===== src/rtl/spi_multi_cs_master.sv =====
`default_nettype none
// ============================================================================
// Module   : spi_multi_cs_master
// Purpose  : SPI master with chip-select decode, multi-word frames and a
//            per-frame CPOL/CPHA selection.
// Revision : 1.0 - initial release
// ============================================================================
module spi_multi_cs_master #(
    parameter int NUM_SLAVES        = 4,
    parameter int DATA_WIDTH        = 8,
    parameter int CLKS_PER_HALF_BIT = 2,
    parameter int MAX_WORDS_PER_CS  = 4,
    parameter int CS_SETUP_CLKS     = 1,
    parameter int CS_INACTIVE_CLKS  = 1,
    localparam int CW = $clog2(MAX_WORDS_PER_CS + 1),
    localparam int SW = (NUM_SLAVES > 1) ? $clog2(NUM_SLAVES) : 1
) (
    input  logic                  system_clk,
    input  logic                  reset,
    input  logic [CW-1:0]         i_TX_Count,
    input  logic [SW-1:0]         i_Slave_Sel,
    input  logic [1:0]            i_SPI_Mode,
    input  logic [DATA_WIDTH-1:0] TX_Word,
    input  logic                  TX_valid,
    output logic                  TX_ready,
    output logic                  RX_valid,
    output logic [DATA_WIDTH-1:0] RX_Word,
    output logic [CW-1:0]         o_RX_Count,
    output logic                  o_Busy,
    output logic                  o_Err,
    output logic                  SPI_Clk,
    input  logic                  SPI_MISO,
    output logic                  SPI_MOSI,
    output logic [NUM_SLAVES-1:0] SPI_CS_n
);

    localparam int C_MAXT_A = (CS_SETUP_CLKS > CLKS_PER_HALF_BIT) ? CS_SETUP_CLKS : CLKS_PER_HALF_BIT;
    localparam int C_MAXT   = (C_MAXT_A > CS_INACTIVE_CLKS) ? C_MAXT_A : CS_INACTIVE_CLKS;
    localparam int TW       = $clog2(C_MAXT + 1);
    localparam int ECW      = $clog2(2 * DATA_WIDTH + 1);

    localparam logic [TW-1:0]         C_SETUP_LAST = TW'(CS_SETUP_CLKS - 1);
    localparam logic [TW-1:0]         C_HALF_LAST  = TW'(CLKS_PER_HALF_BIT - 1);
    localparam logic [TW-1:0]         C_INACT_LAST = TW'(CS_INACTIVE_CLKS);
    localparam logic [ECW-1:0]        C_EDGE_LAST  = ECW'(2 * DATA_WIDTH - 1);
    localparam logic [CW-1:0]         C_MAX_WORDS  = CW'(MAX_WORDS_PER_CS);
    localparam logic [NUM_SLAVES-1:0] C_CS_IDLE    = '1;
    localparam logic [NUM_SLAVES-1:0] C_CS_ONE     = NUM_SLAVES'(1);

    typedef enum logic [2:0] {
        S_IDLE     = 3'd0,
        S_SETUP    = 3'd1,
        S_SHIFT    = 3'd2,
        S_NEXT     = 3'd3,
        S_CS_INACT = 3'd4
    } state_t;

    state_t                  r_state;
    state_t                  w_state_nxt;
    logic [TW-1:0]           r_tmr;
    logic [ECW-1:0]          r_edge_cnt;
    logic [DATA_WIDTH-1:0]   r_tx_shift;
    logic [DATA_WIDTH-1:0]   r_rx_shift;
    logic [DATA_WIDTH-1:0]   r_rx_word;
    logic [CW-1:0]           r_words_left;
    logic [CW-1:0]           r_rx_count;
    logic [1:0]              r_mode;
    logic [NUM_SLAVES-1:0]   r_cs_n;
    logic                    r_sclk;
    logic                    r_mosi;
    logic                    r_rx_valid;
    logic                    r_err;

    logic w_tx_ready;
    logic w_xfer;
    logic w_req_bad;
    logic w_start;
    logic w_bad;
    logic w_load;
    logic w_ld_cpha;
    logic w_tick;
    logic w_lead;
    logic w_last;
    logic w_sample;
    logic w_shift;

    // Ready is gated by the reset pin so it reads 0 while reset is held.
    assign w_tx_ready = reset & ((r_state == S_IDLE) | (r_state == S_NEXT));
    assign w_xfer     = TX_valid & w_tx_ready;
    assign w_req_bad  = (i_TX_Count == '0) || (i_TX_Count > C_MAX_WORDS) ||
                        ({{(32-SW){1'b0}}, i_Slave_Sel} >= 32'(NUM_SLAVES));

    always_ff @(posedge system_clk or negedge reset) begin
        if (!reset) begin
            r_state <= S_IDLE;
        end else begin
            r_state <= w_state_nxt;
        end
    end

    always_comb begin
        w_state_nxt = r_state;
        w_start     = 1'b0;
        w_bad       = 1'b0;
        w_load      = 1'b0;
        w_ld_cpha   = r_mode[0];
        w_tick      = (r_state == S_SHIFT) && (r_tmr == C_HALF_LAST);
        w_lead      = (r_edge_cnt[0] == 1'b0);
        w_last      = w_tick && (r_edge_cnt == C_EDGE_LAST);
        // CPHA=0 samples on leading toggles, CPHA=1 on trailing ones.
        w_sample    = w_tick && (r_mode[0] ? !w_lead : w_lead);
        w_shift     = w_tick && (r_mode[0] ? w_lead : (!w_lead && !w_last));
        case (r_state)
            S_IDLE: begin
                w_ld_cpha = i_SPI_Mode[0];
                if (w_xfer) begin
                    if (w_req_bad) begin
                        w_bad = 1'b1;
                    end else begin
                        w_start     = 1'b1;
                        w_load      = 1'b1;
                        w_state_nxt = S_SETUP;
                    end
                end
            end
            S_SETUP: begin
                if (r_tmr == C_SETUP_LAST) begin
                    w_state_nxt = S_SHIFT;
                end
            end
            S_SHIFT: begin
                if (w_last) begin
                    w_state_nxt = (r_words_left == CW'(1)) ? S_CS_INACT : S_NEXT;
                end
            end
            S_NEXT: begin
                if (w_xfer) begin
                    w_load      = 1'b1;
                    w_state_nxt = S_SHIFT;
                end
            end
            S_CS_INACT: begin
                if (r_tmr == C_INACT_LAST) begin
                    w_state_nxt = S_IDLE;
                end
            end
            default: begin
                w_state_nxt = S_IDLE;
            end
        endcase
    end

    always_ff @(posedge system_clk or negedge reset) begin
        if (!reset) begin
            r_tmr        <= '0;
            r_edge_cnt   <= '0;
            r_tx_shift   <= '0;
            r_rx_shift   <= '0;
            r_rx_word    <= '0;
            r_words_left <= '0;
            r_rx_count   <= '0;
            r_mode       <= 2'b00;
            r_cs_n       <= C_CS_IDLE;
            r_sclk       <= 1'b0;
            r_mosi       <= 1'b0;
            r_rx_valid   <= 1'b0;
            r_err        <= 1'b0;
        end else begin
            r_rx_valid <= 1'b0;
            r_err      <= w_bad;

            if ((r_state != w_state_nxt) || w_tick) begin
                r_tmr <= '0;
            end else if ((r_state == S_SETUP) || (r_state == S_SHIFT) || (r_state == S_CS_INACT)) begin
                r_tmr <= r_tmr + TW'(1);
            end

            if (w_start) begin
                r_mode       <= i_SPI_Mode;
                r_words_left <= i_TX_Count;
                r_rx_count   <= '0;
                r_cs_n       <= ~(C_CS_ONE << i_Slave_Sel);
                r_sclk       <= i_SPI_Mode[1];
            end

            // Leaving CS low through the RX_valid cycle; it rises one cycle later.
            if (r_state == S_CS_INACT) begin
                r_cs_n <= C_CS_IDLE;
            end

            if (w_load) begin
                r_edge_cnt <= '0;
                if (!w_ld_cpha) begin
                    r_mosi     <= TX_Word[DATA_WIDTH-1];
                    r_tx_shift <= {TX_Word[DATA_WIDTH-2:0], 1'b0};
                end else begin
                    r_tx_shift <= TX_Word;
                end
            end

            if (w_tick) begin
                r_sclk     <= ~r_sclk;
                r_edge_cnt <= r_edge_cnt + ECW'(1);
            end

            if (w_shift) begin
                r_mosi     <= r_tx_shift[DATA_WIDTH-1];
                r_tx_shift <= {r_tx_shift[DATA_WIDTH-2:0], 1'b0};
            end

            if (w_sample) begin
                r_rx_shift <= {r_rx_shift[DATA_WIDTH-2:0], SPI_MISO};
            end

            if (w_last) begin
                r_rx_valid <= 1'b1;
                r_rx_word  <= r_mode[0] ? {r_rx_shift[DATA_WIDTH-2:0], SPI_MISO} : r_rx_shift;
                if (r_words_left != '0) begin
                    r_words_left <= r_words_left - CW'(1);
                end
                if (r_rx_count != C_MAX_WORDS) begin
                    r_rx_count <= r_rx_count + CW'(1);
                end
            end
        end
    end

    assign TX_ready   = w_tx_ready;
    assign RX_valid   = r_rx_valid;
    assign RX_Word    = r_rx_word;
    assign o_RX_Count = r_rx_count;
    assign o_Busy     = (r_state != S_IDLE);
    assign o_Err      = r_err;
    assign SPI_Clk    = r_sclk;
    assign SPI_MOSI   = r_mosi;
    assign SPI_CS_n   = r_cs_n;

endmodule
`default_nettype wire

===== config.mk =====
export PLATFORM = sky130hd
export DESIGN_NAME = spi_multi_cs_master
export DESIGN_NICKNAME = d
export VERILOG_FILES = /design/src/rtl/spi_multi_cs_master.sv
export SDC_FILE = /design/constraint.sdc
export NUM_CORES = 1
export LEC_CHECK = 0
export BUFFER_PORTS_ARGS = -buffer_cell sky130_fd_sc_hd__buf_2
export CAP_MARGIN = 20
export CORE_UTILIZATION = 57
export CTS_CLUSTER_SIZE = 12
export DETAILED_ROUTE_END_ITERATION = 8
export PLACE_DENSITY_LB_ADDON = 0.08
export SLEW_MARGIN = 30
export SYNTH_ARGS = -nofsm -noshare
export SYNTH_HDL_FRONTEND = slang
export SYNTH_SLANG_ARGS = --single-unit

===== constraint.sdc =====
create_clock -name system_clk -period 2.99 [get_ports system_clk]
set_clock_uncertainty 0.15 [all_clocks]
set_input_delay 0.4485 -clock system_clk [delete_from_list [all_inputs] [get_ports system_clk]]
set_output_delay 0.4485 -clock system_clk [all_outputs]
set_load 0.1 [all_outputs]

# Word level (Yosys, flattened, before mapping)
# Cells that the tools add are included.
classes:
  eq_ne: 10
  magnitude_cmp: 1
  n_reduce_logical: 21
  mux: 41
  add_sub_neg: 4
  shifts: 1
  bitwise_logic: 6
ops:
  columns: ["cell", "n"]
  rows:
  - ["2-to-1 mux 3 bit", 13]
  - ["2-to-1 mux 8 bit", 4]
  - ["2-to-1 mux 1 bit", 16]
  - ["one-hot mux 3 bit (5 select lines)", 1]
  - ["2-to-1 mux 5 bit", 2]
  - ["nonzero test 2 bit", 5]
  - ["2-to-1 mux 4 bit", 2]
  - ["equality test 3 x 1 -> 1 bit (second input constant)", 2]
  - ["equality test 3 x 2 -> 1 bit (second input constant)", 2]
  - ["zero test 3 bit", 2]
  - ["nonzero test 3 bit", 2]
  - ["adder 5 x 1 -> 5 bit (second input constant)", 1]
  - ["equality test 5 x 4 -> 1 bit (second input constant)", 1]
  - ["logical AND 1 bit", 5]
  - ["logical OR 1 bit", 4]
  - ["2-to-1 mux 2 bit", 2]
  - ["inverter 4 bit", 1]
  - ["<< shifter 1 x 2 -> 4 bit (first input constant)", 1]
  - ["adder 3 x 1 -> 3 bit (second input constant)", 1]
  - ["equality test 3 bit (second input constant)", 1]
  - ["greater-than comparator 3 bit (second input constant)", 1]
  - ["inequality test 3 bit", 1]
  - ["inequality test 3 bit (second input constant)", 1]
  - ["subtractor 3 x 1 -> 3 bit (second input constant)", 1]
  - ["10 further kinds", 12]
totals:
  input_bits: 19
  elab_cells: 98
  register_bits: 49

# Longest topological paths before layout
# Gate-level depths: netlist of the first run.
logic_depth:
  depth_word: 9
  ltp_mapped: 8

# Least setup slack after synthesis of the first run
# No wires, ideal clock.
synth_path:
  path_type: "register to output"
  start: "reg r_state[1]"
  end: "out TX_ready"
  path_buffers: 1
  stages_incl_launch_ff: 4
  slack_ps: -588
  arrival_time_ps: 2979
  required_time_ps: 2392
  path_cell_list: "dfrtp_1 -> buf_2 -> xor2_1 -> nor3b_1"
synth_between:
  elab_chain_len: 3
synth_lines:
  columns: ["item", "line_no", "text"]
  rows:
  - ["start: declaration", "58", "state_t r_state;"]
  - ["start signal: assignment", "97", "r_state <= w_state_nxt;"]
  - ["equality test 3 x 2 -> 1 bit or zero test 3 bit (tied branches)", "88", "assign w_tx_ready = reset & ((r_state == S_IDLE) | (r_state == S_NEXT));"]
  - ["bitwise OR 1 bit *", "88", null]
  - ["AND 1 bit *", "88", null]
  - ["end: declaration", "25", "output logic TX_ready,"]
# Every way passes the cells marked *; elsewhere a longest branch is shown, timed or not.

# Final worst setup path of the first run
layout_path:
  start: "reg r_edge_cnt[0]"
  end: "reg r_mosi, in the netlist SPI_MOSI"
layout_between:
  elab_chain_len: 8
layout_lines:
  columns: ["item", "line_no", "text"]
  rows:
  - ["start: declaration", "61", "logic [ECW-1:0] r_edge_cnt;"]
  - ["start signal: assignment", "203", "r_edge_cnt <= r_edge_cnt + ECW'(1);"]
  - ["equality test 5 x 4 -> 1 bit", "109", "w_last = w_tick && (r_edge_cnt == C_EDGE_LAST);"]
  - ["logical AND 1 bit", "109", null]
  - ["zero test 1 bit", "112", "w_shift = w_tick && (r_mode[0] ? w_lead : (!w_lead && !w_last));"]
  - ["logical AND 1 bit", "112", null]
  - ["2-to-1 mux 1 bit *", "112", null]
  - ["logical AND 1 bit *", "112", null]
  - ["inequality test 2 x 1 -> 1 bit (no line) or nonzero test 2 bit (tied branches)", null, null]
  - ["AND reduction 2 bit (no line)", null, null]
  - ["end signal: assignment", "194", "r_mosi <= TX_Word[DATA_WIDTH-1];"]
  - ["end signal: assignment", "207", "r_mosi <= r_tx_shift[DATA_WIDTH-1];"]
  - ["end: declaration", "70", "logic r_mosi;"]
# Marks and branches as above.
# A chain may end at the register's enable or synchronous reset.

==> metrics.cfg, run 1 <==
[run_status]
status=finished, violations left
violations=design-rule violations

[final_layout]
antenna-diode-count=0
fill_cells=367
final_common_cell=dfrtp_1
final_cell_count_no_fill=354
drive_above_1_share=0.245
layout_common_cells=dfrtp_1, buf_2, nand2_1
area_growth_pct=11.5
final_net_count=329
finish.utilization=0.675

[synth]
synth_edf_count=0
ys_seq_area_frac=0.455
ys.flop_type=dfrtp_1
async_flop_share=1.00
ys_warn_count=0
yosysTopAreaCell=dfrtp_1
ys_seq_elements=49
synth_area_leaders=dfrtp_1, mux2i_1, ha_1
syn_area_per_cell_um2=10.3
synth.net_count=292
synth_cell_types=52
netlist_instances=264
mappedNetlistArea_mm2=0.00271
synth_top_area_share=0.416

[worst_setup_path]
cp_cell_sequence=ha_1, and3_1, ha_1, or3b_1, a21oi_2, buf_4, nand2_1, o311ai_1
cp-end-kind=register
path_common_cell=ha_1
required_ns=3.05
path_class=reg -> reg
worst_path_max_delay_cell=dfrtp_1
critPathArrivalTime_ns=2.54
cpLargestDelayFamily=simple AND/OR/NAND/NOR gates
max_stage_delay_ns=0.47
crit_buf_inv=1
crit_fanout=10
startpoint_type=register

[global_route]
grt_antenna_before_repair=0
grt_pass1_vias=2010
globalRouteOverflowTotal=0
grt_use_total=0.236
grt_max_degree=52
grt_pass1_wl_mm=9.26

[timing]
setup_viol_count_final=0
drv_slew=0
min_period_ns=2.48
fmax_mhz=404
worstMarginPinSlew_ns=0.718
finalHoldViolCount=0
holdWs_ns=0.0887
period_share=0.829
max_slew_margin=0.521
setup-tns-final_ns=0
rsz0062_at_grt=false

[clocking]
cts_buffers=5
tritoncts=built
clockBufferDepth=2
ctsResizeCount=0
cts_root_buffer=clkbuf_8
htree_num_levels=2
clk_latency_ns=0.30
cts_hold_buf=0
path_clk_slew_ns=0.09
post_cts_buffers=0
cts.sinks=49

[floorplanning]
die_h_um=70.9
rows=24
design.core.area_mm2=0.00447
fp.dieArea_mm2=0.00503
io_pins=40
die_x_um=70.9
start_util=0.605

[flow_run]
maxCapViolCount=0

[power_and_ir_drop]
p_per_area_mw_per_mm2=659
ir_worst_vdd_uv=471
p_leak_nw=1.38

[drt]
vias=2109
wl_per_cell_um=15.3
drc=2
drt.antenna.violating_nets=0
wl_mm=5.40
firstDrtPassIters=8
drtIter0Drc=104
viasPerCell=5.96

[placed_design]
port_buffers=39
dpl.cell_count=346
dpl.hpwl_mm=3.78
gp_congestion=0.870

[hold_path]
hold_class=in -> async

==> path summary, 6_finish.rpt <==
kind	from	endpoint	slack, ns	depth (start not counted)
min in group system_clk	i_SPI_Mode[0]	r_mode[0]	0.20	3
setup / recovery	r_edge_cnt[0]	SPI_MOSI	0.51	8
hold / removal	reset	r_tx_shift[5]	0.09	2
setup reg to reg	r_edge_cnt[0]	SPI_MOSI	0.51	8
hold reg to reg	RX_Word[6]	RX_Word[6]	0.34	2
max in group asynchronous	reset	r_rx_shift[6]	2.18	2
==> where the power goes <==
group | switching [W] | internal [W] | total, W | leakage (nW)
sequential | 0.000120 | 0.000821 | 0.000941 | 0.595
combinational | 0.000407 | 0.000256 | 0.000663 | 0.751
clock | 0.000223 | 0.000165 | 0.000388 | 0.0374
==> per-stage QoR <==
step | instance area, µm² | setup slack (ns) | total power (W)
detailed placement | 2930 | 0.552 | 0.00162
global placement | 2930 | 0.600 | 0.00159
global route | 3020 | 0.320 | 0.00212
CTS | 3020 | 0.522 | 0.00201
floorplan | 2710 | 0.390 | 0.00146
finish | 3020 | 0.513 | 0.00199
==> synth_stat cells, drive strengths merged, types with 5 or more instances <==
master	instances
mux2	10
nand3	5
o31ai	8
nor2	7
buf	11
a21oi	9
mux2i	13
a221oi	7
nand2	32
clkbuf	5
ha	9
and3	13
inv	13
nor3	12
dfrtp	45
o21ai	21
==> per-layer routing <==
layer / wire [µm] / track usage / share of wire / vias up
met3: 180 / 0.0484 / 0.033 / 7
li1: - / - / - / 1034
met2: 2550 / 0.381 / 0.47 / 43
met4: 52 / 0.0667 / 0.0096 / 0
met1: 2620 / 0.327 / 0.49 / 1025
met5: 0 / 0 / 0 / -
==> kinds of logic (layout without fill, tap and decap cells) <==
| family | count (synthesis) | in the layout | synth area share |
|---|---|---|---|
| AO/OA/AOI/OAI | 60 | 60 | 0.164 |
| XOR/XNOR | 2 | 2 | 0.00647 |
| adder cells (fa/ha/maj) | 9 | 9 | 0.0416 |
| buffers and inverters | 29 | 67 | 0.0522 |
| flip-flops | 49 | 49 | 0.455 |
| multiplexers | 23 | 23 | 0.0896 |
| AND/OR/NAND/NOR | 92 | 92 | 0.191 |
==> sequential cells by signal (all words and copies together), names as in the netlist <==
signal and flops:
RX_Word 8, RX_valid 1, SPI_CS_n 4, SPI_Clk 1, SPI_MOSI 1, o_Err 1, o_RX_Count 3, r_edge_cnt 5
r_mode 1, r_rx_shift 8, r_state 3, r_tmr 2, r_tx_shift 8, r_words_left 3
==> layout make-up <==
type | instances | area, µm² | share of cell area
Inverter | 13 | 48.8 | 0.0161
Clock inverter | 2 | 15.0 | 0.00497
Clock buffer | 6 | 72.6 | 0.0240
Multi-Input combinational cell | 186 | 1340 | 0.444
Sequential cell | 49 | 1230 | 0.407
Timing Repair Buffer | 46 | 248 | 0.0820
Tap cell | 52 | 65.1 | 0.0215
Note: power is estimated with default switching activity, not from simulation.
==> inputs of run 2 (changes only) <==
==> constraint.sdc (replaced) <==
create_clock -name system_clk -period 2.5 [get_ports system_clk]
set_clock_uncertainty 0.15 [all_clocks]
set_input_delay 0.375 -clock system_clk [delete_from_list [all_inputs] [get_ports system_clk]]
set_output_delay 0.375 -clock system_clk [all_outputs]
set_load 0.1 [all_outputs]
==> run 2 against run 1 <==
Effect of this change:
- the flow still finishes with violations (design-rule violations)
- sequential share of layout area fell by 0.76 points
- utilization rose by 1.3 points
- first-iteration DRC count fell by 0.96%
- largest cell class unchanged
- highest routed layer unchanged
==> metrics.cfg, run 2 (synthesized netlist as in run 1, its figures left out) <==
[timing]
finalHoldViolCount=0  ; unchanged
max_slew_margin=0.564  ; +0.0427
setup-tns-final_ns=0  ; unchanged
worstMarginPinSlew_ns=0.654  ; -0.0640 ns
period_share=0.932  ; +0.103
min_period_ns=2.33  ; -0.148 ns
rsz0062_at_grt=false
drv_slew=0  ; unchanged
setup_viol_count_final=0  ; unchanged
fmax_mhz=429  ; +6.3%

[floorplanning]
io_pins=40  ; unchanged
design.core.area_mm2=0.00447  ; unchanged
fp.dieArea_mm2=0.00503  ; unchanged
die_x_um=70.9  ; unchanged
start_util=0.605  ; unchanged
rows=24  ; unchanged
die_h_um=70.9  ; unchanged

[worst_setup_path]
worst_path_max_delay_cell=dfrtp_1
max_stage_delay_ns=0.46  ; about the same
required_ns=2.56  ; -0.49 ns
path_class=reg -> reg
crit_fanout=17  ; +7
path_common_cell=ha_1
critPathArrivalTime_ns=2.39  ; -0.15 ns
cp_cell_sequence=ha_1, and3_1, ha_1, or3b_1, a21oi_2, buf_4, nand2_1, o31ai_1
cp-end-kind=register
startpoint_type=register

[final_layout]
final_net_count=333  ; +1.2%
fill_cells=367  ; unchanged
area_growth_pct=13.7
drive_above_1_share=0.258  ; +0.0131
regArea_mm2=0.00123  ; unchanged
multi_input_area_mm2=0.00135  ; +0.47%
fin_area_mm2=0.00308  ; +1.9%
layout_common_cells=dfrtp_1, buf_2, nand2_1
final_common_cell=dfrtp_1
antenna-diode-count=0  ; unchanged

[power_and_ir_drop]
ir_worst_vdd_uv=506  ; +7.4%
p_per_area_mw_per_mm2=782  ; +19%
p_leak_nw=1.41  ; +2.1%

[drt]
viasPerCell=5.94  ; -0.32%
firstDrtPassIters=8  ; unchanged
drc=2  ; unchanged
wl_mm=5.59  ; +3.5%
vias=2126  ; +0.81%
wl_per_cell_um=15.6  ; +2.3%
drt.antenna.violating_nets=0  ; unchanged
drtIter0Drc=103  ; -0.96%

[global_route]
grt_max_degree=52  ; unchanged
grt_pass1_wl_mm=9.64  ; +4.1%
grt_antenna_before_repair=0  ; unchanged
grt_use_total=0.243  ; +0.00687
globalRouteOverflowTotal=0  ; unchanged
grt_pass1_vias=2074  ; +3.2%

[clocking]
cts.sinks=49  ; unchanged
path_clk_slew_ns=0.10  ; about the same
tritoncts=built
ctsResizeCount=0  ; unchanged
post_cts_buffers=0  ; unchanged
htree_num_levels=2  ; unchanged
cts_hold_buf=0  ; unchanged
clk_latency_ns=0.31  ; about the same
cts_root_buffer=clkbuf_8
clockBufferDepth=2  ; unchanged
cts_buffers=5  ; unchanged

[placed_design]
dpl.hpwl_mm=3.99  ; +5.5%
gp_congestion=0.764  ; -12%
placed_area_mm2=0.00299  ; +1.7%
port_buffers=39  ; unchanged

[run_status]
violations=design-rule violations
status=finished, violations left

[hold_path]
hold_class=in -> async

[flow_run]
maxCapViolCount=0  ; unchanged

==> run 2: cell count changes in the layout (fill, tap and decap cells not counted), sizes merged <==
cell / previous run / this run
clkbuf: 6 / 5
buf: 46 / 50
inv: 13 / 14
clkinvlp: 2 / 1
clkinv: 0 / 1
==> run 2: path summary, 6_finish.rpt <==
| kind | end | slack (ns) | start | cells after the start |
|---|---|---|---|---|
| worst max-delay path | r_tx_shift[3] | 0.17 | r_edge_cnt[0] | 8 |
| worst min-delay path | o_Err | 0.02 | reset | 2 |
| worst max register to register | r_tx_shift[3] | 0.17 | r_edge_cnt[0] | 8 |
| worst min register to register | r_edge_cnt[3] | 0.33 | r_edge_cnt[3] | 1 |
| max in group asynchronous | o_RX_Count[1] | 1.74 | reset | 2 |
| min in group system_clk | r_mode[0] | 0.13 | i_SPI_Mode[0] | 3 |
==> run 2: routing by layer <==
layer | routed length, µm | vias up | global-route usage
met5 | 0 | - | 0
met4 | 93 | 0 | 0.0933
met3 | 198 | 9 | 0.0356
met2 | 2600 | 44 | 0.390
met1 | 2700 | 1030 | 0.337
li1 | - | 1043 | -
==> run 2: final cells by class <==
type | instances | area share
Sequential cell | 49 | 0.400
Inverter | 13 | 0.0158
Multi-Input combinational cell | 186 | 0.438
Clock buffer | 5 | 0.0223
Tap cell | 52 | 0.0211
Timing Repair Buffer | 50 | 0.0951
Clock inverter | 3 | 0.00813
==> run 2: metrics by stage <==
step	utilization	std cells	total power, W	setup slack (ns)	hold slack, ns
final	0.688	358	0.00241	0.170	0.0220
after floorplan	-	264	0.00174	0.224	-0.0706
after CTS	0.688	358	0.00243	0.173	0.0511
after detailed placement	0.667	350	0.00194	0.202	0.318
after global placement	0.667	350	0.00190	0.301	0.310
after global routing	0.688	358	0.00256	0.0303	0.0952
==> run 2: power by group <==
group	switching [W]	leakage, nW	internal [W]
sequential	0.000142	0.595	0.000982
clock	0.000279	0.0447	0.000202
combinational	0.000496	0.772	0.000305
==> run 2: critical path, delay by kind of cell, from the launching register on <==
| family | cells | cell delay [ns] |
|---|---|---|
| compound gates | 2 | 0.20 |
| fa+ha+maj | 2 | 0.51 |
| buf+inv | 1 | 0.24 |
| flops | 1 | 0.46 |
| simple gates | 3 | 0.67 |
==> inputs of run 3 (changes only) <==
--- a/config.mk
+++ b/config.mk
@@ -10,7 +10,7 @@
 export CORE_UTILIZATION = 57
 export CTS_CLUSTER_SIZE = 12
 export DETAILED_ROUTE_END_ITERATION = 8
-export PLACE_DENSITY_LB_ADDON = 0.08
+export PLACE_DENSITY = 0.79
 export SLEW_MARGIN = 30
 export SYNTH_ARGS = -nofsm -noshare
 export SYNTH_HDL_FRONTEND = slang
==> run 3 against run 2 <==
Effect of this change:
- the run now ends clean
- wire length down 4.4%
- via count down 1.5%
- final cell count up 0.56%
- fmax up 2.4%
- critical path depth unchanged
- worst hold slack better by 0.092 ns
- utilization up 0.39 points
- sequential share of layout area down 0.23 points
- global-route usage down 0.47 points
- sequential cell count unchanged
- count of clock-buffer cells in the layout unchanged
- critical path type unchanged
- critical endpoint is now r_tx_shift[2]
- largest cell class unchanged
==> metrics.cfg, run 3 (synthesized netlist as in run 1, its figures left out) <==
[final_layout]
area_growth_pct=14.3
fin_area_mm2=0.00310  ; +0.57%
final_net_count=335  ; +0.60%
antenna-diode-count=0  ; unchanged
fill_cells=344  ; -6.3%
layout_common_cells=dfrtp_1, buf_2, nand2_1
drive_above_1_share=0.260  ; +0.00157
regArea_mm2=0.00123  ; unchanged
final_common_cell=dfrtp_1
final_cell_count_no_fill=360  ; +0.56%
multi_input_area_mm2=0.00135  ; unchanged

[timing]
fmax_mhz=440  ; +2.4%
worstMarginPinSlew_ns=0.625  ; -0.0295 ns
max_slew_margin=0.583  ; +0.0196
rsz0062_at_grt=false
finalHoldViolCount=0  ; unchanged
drv_slew=0  ; unchanged
setup-tns-final_ns=0  ; unchanged
period_share=0.910  ; -0.0222
setup_viol_count_final=0  ; unchanged
min_period_ns=2.27  ; -0.0555 ns

[drt]
drtIter0Drc=153  ; +49%
viasPerCell=5.82  ; -2.1%
drc=0  ; -2
vias=2094  ; -1.5%
wl_mm=5.34  ; -4.4%
firstDrtPassIters=6  ; -2
drt.antenna.violating_nets=0  ; unchanged
wl_per_cell_um=14.8  ; -4.9%

[clocking]
cts_buffers=5  ; unchanged
clockBufferDepth=2  ; unchanged
tritoncts=built
cts_root_buffer=clkbuf_8
cts.sinks=49  ; unchanged
clk_latency_ns=0.31  ; about the same
path_clk_slew_ns=0.10  ; about the same
htree_num_levels=2  ; unchanged
post_cts_buffers=0  ; unchanged

[global_route]
use_met3=0.0413  ; +0.00570
grt_max_degree=37  ; -29%
globalRouteOverflowTotal=0  ; unchanged
grt_pass1_wl_mm=9.56  ; -0.79%
met1_usage=0.350  ; +0.0128
grt_pass1_vias=2092  ; +0.87%
use_met2=0.366  ; -0.0235
grt_antenna_before_repair=0  ; unchanged
grt_use_total=0.239  ; -0.00469
grt_busiest_layer=met2

[floorplanning]
die_h_um=70.9  ; unchanged
fp.dieArea_mm2=0.00503  ; unchanged
die_x_um=70.9  ; unchanged
rows=24  ; unchanged
io_pins=40  ; unchanged
design.core.area_mm2=0.00447  ; unchanged
start_util=0.605  ; unchanged

[worst_setup_path]
cp_cell_sequence=ha_1, and3_1, ha_1, or3b_1, a21oi_2, buf_4, nand2_1, o31ai_1
required_ns=2.55  ; about the same
cp-end-kind=register
crit_fanout=17  ; unchanged
path_class=reg -> reg
startpoint_type=register
max_stage_delay_ns=0.46  ; about the same
critPathArrivalTime_ns=2.33  ; -0.06 ns
worst_path_max_delay_cell=dfrtp_1
path_common_cell=ha_1

[run_status]
status=finished, final reports clean

[placed_design]
dpl.hpwl_mm=3.90  ; -2.2%
dpl.cell_count=351  ; +0.29%
gp_congestion=0.836  ; +9.4%
port_buffers=39  ; unchanged
placed_area_mm2=0.00299  ; +0.25%

[flow_run]
maxCapViolCount=0  ; unchanged

[power_and_ir_drop]
ir_worst_vdd_uv=583  ; +15%
p_leak_nw=1.42  ; +0.69%
p_per_area_mw_per_mm2=774  ; -1.0%

[hold_path]
hold_class=in -> reg

-- run 3: path summary, 6_finish.rpt --
kind                                    start            end  depth (start not counted)  slack (ns)
worst max register to register  r_edge_cnt[0]  r_tx_shift[2]                          8        0.23
min in group asynchronous               reset      r_mode[0]                          3        0.42
worst min-delay path            i_SPI_Mode[0]      r_mode[0]                          3        0.11
worst max-delay path            r_edge_cnt[0]  r_tx_shift[2]                          8        0.23
max in group asynchronous               reset  r_edge_cnt[3]                          4        1.06
worst min register to register  r_edge_cnt[3]  r_edge_cnt[3]                          1        0.32
-- run 3: final cells by class --
type                       count  share of cell area
multi-input combinational    186               0.435
sequential                    49               0.398
timing repair buffer          52               0.100
clock buffer                   5              0.0222
tap                           52              0.0210
inverter                      13              0.0158
clock inverter                 3             0.00808
-- run 3: what timing repair did --
action,in CTS,in global routing
resized for setup,0,0
hold endpoints to repair,9,0
hold buffers,1,0
-- run 3: routing by layer --
| metal | wire length (µm) | vias to the layer above |
|---|---|---|
| li1 | - | 1047 |
| met1 | 2670 | 991 |
| met2 | 2410 | 43 |
| met3 | 172 | 13 |
| met4 | 93 | 0 |
| met5 | 0 | - |
-- run 3: worst max-delay path, delay by kind of cell (launching register included) --
kind | cells | cell delay, ns
AND/OR/NAND/NOR | 3 | 0.65
adder cells (fa/ha/maj) | 2 | 0.50
flip-flops | 1 | 0.46
buffers and inverters | 1 | 0.23
AO/OA/AOI/OAI | 2 | 0.19
-- run 3: metrics by stage --
stage,hold WS (ns),worst slack [ns],total power [W],utilization
4_1_cts,0.114,0.228,0.00241,0.692
3_3_place_gp,0.220,0.314,0.00188,0.669
3_5_place_dp,0.224,0.258,0.00192,0.669
5_1_grt,0.139,0.0894,0.00256,0.692
6_report,0.114,0.226,0.00240,0.692
2_1_floorplan,-0.0706,0.224,0.00174,-
-- run 3: power breakdown --
| group | switching, W | total [W] | leakage [nW] | internal, W |
|---|---|---|---|---|
| Sequential | 0.000142 | 0.00112 | 0.595 | 0.000982 |
| Clock | 0.000287 | 0.000492 | 0.0452 | 0.000204 |
| Combinational | 0.000481 | 0.000780 | 0.782 | 0.000299 |
| Total | 0.000910 | 0.00240 | 1.42 | 0.00149 |
